**config.mk**
```make
export PLATFORM = sky130hd
export DESIGN_NAME = bcd_rtc_alarm
export DESIGN_NICKNAME = d
export VERILOG_FILES = /design/src/rtl/bcd_rtc_pkg.sv /design/src/rtl/bcd_rtc_alarm_digit.sv /design/src/rtl/bcd_rtc_alarm.sv
export SDC_FILE = /design/constraint.sdc
export NUM_CORES = 1
export LEC_CHECK = 0
export CAP_MARGIN = 20
export CORE_MARGIN = 5
export CORE_UTILIZATION = 35
export CTS_BUF_LIST = sky130_fd_sc_hd__clkbuf_4
export DETAILED_ROUTE_END_ITERATION = 12
export PLACE_DENSITY_LB_ADDON = 0.25
export SETUP_SLACK_MARGIN = 0.15
export SYNTH_ARGS = -nofsm -noshare
export SYNTH_HDL_FRONTEND = slang
export SYNTH_SLANG_ARGS = --single-unit
```
**constraint.sdc**
```tcl
create_clock -name clk -period 3.7 [get_ports clk]
set_input_delay 0.74 -clock clk [delete_from_list [all_inputs] [get_ports clk]]
set_output_delay 0.74 -clock clk [all_outputs]
set_load 0.05 [all_outputs]
```
**src/rtl/bcd_rtc_pkg.sv**
```systemverilog
// Shared BCD digit and time types, digit limits and the validation helpers
// used by the time-of-day counter.
package bcd_rtc_pkg;

  localparam logic [3:0] SEC_MSB_MAX      = 4'd5;
  localparam logic [3:0] DIGIT_MAX        = 4'd9;
  localparam logic [3:0] HR_MAX_MSB       = 4'd2;
  localparam logic [3:0] HR_MAX_LSB_AT_2  = 4'd3;

  typedef logic [3:0] bcd_t;

  typedef struct packed {
    bcd_t msb;
    bcd_t lsb;
  } bcd_pair_t;

  typedef struct packed {
    bcd_pair_t hr;
    bcd_pair_t min;
    bcd_pair_t sec;
  } rtc_time_t;

  function automatic logic hr_valid(input bcd_pair_t h);
    if (h.msb < HR_MAX_MSB)
      return (h.lsb <= DIGIT_MAX);
    else
      return (h.msb == HR_MAX_MSB) && (h.lsb <= HR_MAX_LSB_AT_2);
  endfunction

  function automatic logic ms_valid(input bcd_pair_t p);
    return (p.msb <= SEC_MSB_MAX) && (p.lsb <= DIGIT_MAX);
  endfunction

endpackage

```
**src/rtl/bcd_rtc_alarm_digit.sv**
```systemverilog
// One modulo-(MAX+1) BCD digit; load beats the external wrap, which beats
// the increment. carry flags the digit rolling over on this increment.
module bcd_mod_digit
  import bcd_rtc_pkg::*;
#(
  parameter logic [3:0] MAX = 4'd9
) (
  input  logic       clk,
  input  logic       reset,
  input  logic       inc,
  input  logic       load,
  input  logic [3:0] ld_val,
  input  logic       wrap_now,
  output logic [3:0] q,
  output logic       carry
);

  assign carry = inc && (q == MAX);

  always_ff @(posedge clk) begin
    if (reset)
      q <= '0;
    else if (load)
      q <= ld_val;
    else if (wrap_now)
      q <= '0;
    else if (inc)
      q <= carry ? '0 : q + 4'd1;
  end

endmodule

```
**src/rtl/bcd_rtc_alarm.sv**
```systemverilog
// 24-hour BCD time-of-day counter with seconds prescaler, validated load,
// 12/24-hour display and a single daily alarm with ack and timeout.
module bcd_rtc_alarm
  import bcd_rtc_pkg::*;
#(
  parameter int TICK_DIV   = 1,
  parameter int ALARM_SECS = 10,
  parameter int CNT_W      = 32
) (
  input  logic       clk,
  input  logic       reset,
  input  logic       load,
  input  logic [3:0] ld_hr_msb,
  input  logic [3:0] ld_hr_lsb,
  input  logic [3:0] ld_min_msb,
  input  logic [3:0] ld_min_lsb,
  input  logic [3:0] ld_sec_msb,
  input  logic [3:0] ld_sec_lsb,
  input  logic       al_set,
  input  logic [3:0] al_hr_msb,
  input  logic [3:0] al_hr_lsb,
  input  logic [3:0] al_min_msb,
  input  logic [3:0] al_min_lsb,
  input  logic       al_en,
  input  logic       al_ack,
  input  logic       mode_12h,
  output logic [3:0] hr_out_msb,
  output logic [3:0] hr_out_lsb,
  output logic [3:0] min_out_msb,
  output logic [3:0] min_out_lsb,
  output logic [3:0] sec_out_msb,
  output logic [3:0] sec_out_lsb,
  output logic       pm,
  output logic       sec_tick,
  output logic       load_err,
  output logic       alarm_ring
);

  localparam logic [CNT_W-1:0] PRESC_LAST = CNT_W'(TICK_DIV - 1);
  localparam logic [7:0]       RING_LOAD  = 8'(ALARM_SECS);

  rtc_time_t        ld_time;
  rtc_time_t        nxt;
  bcd_pair_t        al_in_hr;
  bcd_pair_t        al_in_min;
  bcd_pair_t        al_hr;
  bcd_pair_t        al_min;
  logic             al_valid;
  logic             time_ok;
  logic             al_ok;
  logic             load_ok;
  logic             tick;
  logic             adv;
  logic             hour_wrap;
  logic             trigger;
  logic [CNT_W-1:0] presc;
  logic [7:0]       ring_cnt;

  logic [3:0] sec_lsb, sec_msb, min_lsb, min_msb, hr_lsb, hr_msb;
  logic       c_sl, c_sm, c_ml, c_mm, c_hl;

  assign ld_time   = {ld_hr_msb, ld_hr_lsb, ld_min_msb, ld_min_lsb, ld_sec_msb, ld_sec_lsb};
  assign al_in_hr  = {al_hr_msb, al_hr_lsb};
  assign al_in_min = {al_min_msb, al_min_lsb};

  assign time_ok = hr_valid(ld_time.hr) && ms_valid(ld_time.min) && ms_valid(ld_time.sec);
  assign al_ok   = hr_valid(al_in_hr) && ms_valid(al_in_min);
  assign load_ok = load && time_ok;

  // A valid load swallows the tick of the same cycle.
  assign tick = (presc == PRESC_LAST);
  assign adv  = tick && !load_ok;

  assign hour_wrap = c_mm && (hr_msb == HR_MAX_MSB) && (hr_lsb == HR_MAX_LSB_AT_2);

  always_ff @(posedge clk) begin
    if (reset)
      presc <= '0;
    else if (load_ok || tick)
      presc <= '0;
    else
      presc <= presc + CNT_W'(1);
  end

  bcd_mod_digit #(.MAX(DIGIT_MAX)) u_sec_lsb (
    .clk(clk), .reset(reset), .inc(adv), .load(load_ok), .ld_val(ld_time.sec.lsb),
    .wrap_now(1'b0), .q(sec_lsb), .carry(c_sl)
  );

  bcd_mod_digit #(.MAX(SEC_MSB_MAX)) u_sec_msb (
    .clk(clk), .reset(reset), .inc(c_sl), .load(load_ok), .ld_val(ld_time.sec.msb),
    .wrap_now(1'b0), .q(sec_msb), .carry(c_sm)
  );

  bcd_mod_digit #(.MAX(DIGIT_MAX)) u_min_lsb (
    .clk(clk), .reset(reset), .inc(c_sm), .load(load_ok), .ld_val(ld_time.min.lsb),
    .wrap_now(1'b0), .q(min_lsb), .carry(c_ml)
  );

  bcd_mod_digit #(.MAX(SEC_MSB_MAX)) u_min_msb (
    .clk(clk), .reset(reset), .inc(c_ml), .load(load_ok), .ld_val(ld_time.min.msb),
    .wrap_now(1'b0), .q(min_msb), .carry(c_mm)
  );

  bcd_mod_digit #(.MAX(DIGIT_MAX)) u_hr_lsb (
    .clk(clk), .reset(reset), .inc(c_mm), .load(load_ok), .ld_val(ld_time.hr.lsb),
    .wrap_now(hour_wrap), .q(hr_lsb), .carry(c_hl)
  );

  // Hour tens never carries; it only steps 0->1->2 and is cleared at 23->00.
  always_ff @(posedge clk) begin
    if (reset)
      hr_msb <= '0;
    else if (load_ok)
      hr_msb <= ld_time.hr.msb;
    else if (hour_wrap)
      hr_msb <= '0;
    else if (c_hl)
      hr_msb <= hr_msb + 4'd1;
  end

  function automatic bcd_t nxt_dig(input bcd_t q, input logic inc, input logic carry);
    if (carry)
      return '0;
    else if (inc)
      return q + 4'd1;
    else
      return q;
  endfunction

  // Time as it will be after this edge, so the alarm can rise with it.
  always_comb begin
    nxt         = '0;
    nxt.sec.lsb = nxt_dig(sec_lsb, adv, c_sl);
    nxt.sec.msb = nxt_dig(sec_msb, c_sl, c_sm);
    nxt.min.lsb = nxt_dig(min_lsb, c_sm, c_ml);
    nxt.min.msb = nxt_dig(min_msb, c_ml, c_mm);
    nxt.hr.lsb  = nxt_dig(hr_lsb, c_mm, c_hl);
    nxt.hr.msb  = nxt_dig(hr_msb, c_hl, 1'b0);
    if (hour_wrap)
      nxt.hr = '0;
    if (load_ok)
      nxt = ld_time;
  end

  assign trigger = al_en && al_valid && (adv || load_ok) &&
                   (nxt.hr == al_hr) && (nxt.min == al_min) && (nxt.sec == '0);

  always_ff @(posedge clk) begin
    if (reset) begin
      al_hr    <= '0;
      al_min   <= '0;
      al_valid <= 1'b0;
    end else if (al_set && al_ok) begin
      al_hr    <= al_in_hr;
      al_min   <= al_in_min;
      al_valid <= 1'b1;
    end
  end

  always_ff @(posedge clk) begin
    if (reset) begin
      sec_tick <= 1'b0;
      load_err <= 1'b0;
    end else begin
      sec_tick <= adv;
      load_err <= (load && !time_ok) || (al_set && !al_ok);
    end
  end

  // Trigger outranks ack/disable; the countdown follows the displayed seconds.
  always_ff @(posedge clk) begin
    if (reset) begin
      alarm_ring <= 1'b0;
      ring_cnt   <= '0;
    end else if (trigger) begin
      alarm_ring <= 1'b1;
      ring_cnt   <= RING_LOAD;
    end else if (al_ack || !al_en) begin
      alarm_ring <= 1'b0;
      ring_cnt   <= '0;
    end else if (alarm_ring && adv) begin
      if (ring_cnt <= 8'd1) begin
        alarm_ring <= 1'b0;
        ring_cnt   <= '0;
      end else begin
        ring_cnt   <= ring_cnt - 8'd1;
      end
    end
  end

  always_comb begin
    hr_out_msb = hr_msb;
    hr_out_lsb = hr_lsb;
    if (mode_12h) begin
      if (hr_msb == 4'd0 && hr_lsb == 4'd0) begin
        hr_out_msb = 4'd1;
        hr_out_lsb = 4'd2;
      end else if (hr_msb == 4'd1 && hr_lsb >= 4'd3) begin
        hr_out_msb = 4'd0;
        hr_out_lsb = hr_lsb - 4'd2;
      end else if (hr_msb == 4'd2) begin
        if (hr_lsb <= 4'd1) begin
          hr_out_msb = 4'd0;
          hr_out_lsb = hr_lsb + 4'd8;
        end else begin
          hr_out_msb = 4'd1;
          hr_out_lsb = hr_lsb - 4'd2;
        end
      end
    end
  end

  assign pm          = (hr_msb == 4'd2) || (hr_msb == 4'd1 && hr_lsb >= 4'd2);
  assign min_out_msb = min_msb;
  assign min_out_lsb = min_lsb;
  assign sec_out_msb = sec_msb;
  assign sec_out_lsb = sec_lsb;

endmodule

```
==> results.yml <==
run_status:
  outcome: "complete, no violations"
cells_and_area:
  fin_area_sq_mm: 0.00620
  layout.nets: 765
  fill_cells: 1440
  layout-drive-gt1-share: 0.0871
  diodes: 0
  stdcell_count: 884
  area_growth_pct: 22.3
pwr:
  p_per_area_mw_per_mm2: 264
  p_int_uw: 1200
  vdd_drop_max_mv: 0.178
  p_clk_frac: 0.336
  pwr-share-comb: 0.101
  p_seq_frac: 0.562
  p_sw_frac: 0.267
  power.switching_uw: 436
  power_leakage_uw: 0.00222
logic_synthesis:
  netlist_instances: 619
  async_reset_ff_frac: 0
  synth_area_leader_cell: "dfxtp_1"
  syn_area_sq_mm: 0.00507
  synth_area_leaders: "dfxtp_1 (33%), nor2_1 (6.1%), ha_1 (5.7%)"
  yosysWarnings: 0
  dominantRegCellSynth: "dfxtp_1"
  ys_seq_area_frac: 0.331
  syn_avg_cell_area_sq_um: 8.20
  ys_seq_elements: 84
  synth_nets: 689
  synthDominantCellAreaShare: 0.331
  synthDistinctLibCells: 61
  synth_edf_count: 0
min_path:
  whs_path_depth: 1
  hold_class: "reg2reg"
  worstHoldStart: "presc[0]"
  worst_hold_path.endpoint: "presc[0]"
timing:
  hold_violations: 0
  whs_ns: 0.499
  skew_ns: 0.0185
  tns_ns: 0
  min_period_ns: 3.36
  setup_viol_count_final: 0
  fmax_ghz: 0.297
  slew_viol_final: 0
  rsz0062_at_grt: "yes"
  layout_setup_ws_ns: 0.335
  fin_crit_sh: 0.909
  max_slew.worst_pin.slew_ns: 0.750
  slew_headroom: 0.496
die:
  io_pins: 75
  core_sq_mm: 0.0144
  die-area_sq_mm: 0.0170
  row_count: 44
  die_h_microns: 130
  fp.dieW_microns: 130
  initial_core_util: 0.353
clocking:
  insertion_delay_ns: 0.47
  path_clk_slew_ns: 0.14
  cts_setup_buffers: 0
  clock_path_buffers: 2
  numCtsBuffers: 9
  htreeDepth: 3
  clock-root-buffer: "clkbuf_4"
  cts_num_sinks: 84
  cts_tree: "yes"
setup_path:
  cp.required_ns: 2.96
  critPathMaxFanout: 6
  r2r-start: "presc[0]"
  reg2reg_depth: 11
  cp-start-kind: "flip-flop"
  critPathKind: "reg2out"
  end_kind: "output port"
  critPathArrivalTime_ns: 2.62
  worstSetupStartpoint: "hr_msb[0]"
  regToRegEndpoint: "ring_cnt[7]"
  reg2reg_slack_ns: 0.39
grt:
  grtUsageTotal: 0.177
  overflow: 0
  grt_pass1_vias: 4699
  grt_pass1_wl_microns: 23800
  grt_max_degree: 33
  antenna_found_initial: 0
detailed_routing:
  drcViolationCount: 0
  totalWireLength_microns: 14700
  drtIter0Drc: 367
  post_drt_wl_per_cell_microns: 16.6
  drt_pass1_iterations: 5
  postRouteAntennaNets: 0
  vias_per_cell: 5.49
  vias: 4852
placement:
  place_inst: 868
  post_dp_cell_area_sq_mm: 0.00606
  dp_hpwl_microns: 11400
  dpl_worst_slack_ns: -0.263
  io_buffers: 74
  place.gp.congestion: 0.940
job:
  cap_violations: 0
==> flip-flops by register name (all words and copies together) (netlist names) <==
register / count
sec_tick: 1
load_err: 1
u_min_lsb.q: 4
al_hr: 8
u_sec_lsb.q: 4
al_valid: 1
u_sec_msb.q: 4
alarm_ring: 1
presc: 32
hr_msb: 4
u_min_msb.q: 4
ring_cnt: 8
al_min: 8
u_hr_lsb.q: 4
==> power by group through the flow <==
stage	sequential (uW)	clock, uW	combinational [uW]
final	920	550	166
after detailed placement	940	0	165
after CTS	920	577	165
after floorplan	953	0	57.4
after global placement	939	0	164
after global routing	922	613	177
==> layer usage <==
layer	GRT usage	routed length, microns	vias up
li1	-	-	2404
met1	0.228	6580	2268
met2	0.285	6730	148
met3	0.0467	908	32
met4	0.0708	471	0
met5	0	0	-
==> cells in the mapped netlist (6+ instances only) <==
library cell,n
a21oi_1,28
mux2i_1,14
nor2_1,82
o31ai_1,6
nand2_1,39
inv_1,26
nand3_1,23
o21ai_0,30
clkbuf_1,19
or3_1,13
nor2b_1,12
nor4_2,6
ha_1,23
and4_1,6
nor4_1,12
and3_1,16
xor2_1,24
nor3_1,26
nand4_1,17
dfxtp_1,84
xnor2_1,20
a31oi_1,14
==> per-stage QoR <==
step / util / power, uW
2_1_floorplan: - / 1010
4_1_cts: 0.431 / 1660
5_1_grt: 0.432 / 1710
3_3_place_gp: 0.422 / 1100
3_5_place_dp: 0.422 / 1100
6_report: 0.432 / 1640
==> what timing repair did <==
| item | CTS | global route |
|---|---|---|
| gates resized for setup | 4 | 9 |
| hold buffers | 0 | 0 |
| endpoints found under the setup margin | 4 | 12 |
| endpoints found under the hold margin | 0 | 0 |
| pin swaps | 0 | 0 |
==> worst max-delay path: stages, from the launching register on <==
cell	delay, ns
dfxtp_1	0.42
inv_1	0.14
ha_1	0.18
nor3b_2	0.37
nand2_1	0.14
nand2b_1	0.16
nor2b_1	0.20
o21ai_0	0.10
a21boi_0	0.21
buf_4	0.23
==> how the worst max path moves through the flow <==
| stage | to | slack, ns |
|---|---|---|
| floorplan | hr_out_lsb[2] | 0.38 |
| global placement | ring_cnt[7] | -0.21 |
| detailed placement | ring_cnt[7] | -0.26 |
| CTS | ring_cnt[7] | 0.26 |
| global route | ring_cnt[7] | 0.14 |
| finish | hr_out_lsb[2] | 0.34 |
==> cell type report <==
type / count / area [sq um] / area share
flip-flops and latches: 84 / 1680 / 0.271
inverters: 26 / 97.6 / 0.0157
multi-input cells: 481 / 3180 / 0.513
well taps: 184 / 230 / 0.0371
clock inverters: 7 / 73.8 / 0.0119
repair buffers: 93 / 871 / 0.140
clock buffers: 9 / 67.6 / 0.0109
==> layout by cell type, fill, tap and decap left out, drive strengths merged, types with 3 or more instances in the layout <==
| cell type | n |
|---|---|
| a2111oi | 3 |
| a211oi | 4 |
| a21oi | 28 |
| a311oi | 4 |
| a31oi | 14 |
| a41oi | 3 |
| and2 | 5 |
| and3 | 16 |
| and3b | 5 |
| and4 | 6 |
| buf | 21 |
| clkbuf | 10 |
| clkdlybuf4s50 | 69 |
| clkinvlp | 3 |
| dfxtp | 84 |
| ha | 23 |
| inv | 28 |
| mux2 | 3 |
| mux2i | 14 |
| nand2 | 40 |
| nand3 | 23 |
| nand3b | 3 |
| nand4 | 20 |
| nor2 | 82 |
| nor2b | 12 |
| nor3 | 27 |
| nor4 | 20 |
| o21ai | 30 |
| o31ai | 6 |
| o41ai | 3 |
| or3 | 13 |
| xnor2 | 20 |
| xor2 | 24 |
==> cells by family after synthesis <==
family	count (synthesis)	share of synthesized area
compound gates	117	0.154
xor+xnor	44	0.0759
fa+ha+maj	23	0.0567
buf+inv	54	0.0441
flops	84	0.331
mux	17	0.0343
simple gates	280	0.304
No activity file was read; power rests on OpenSTA's default activity.
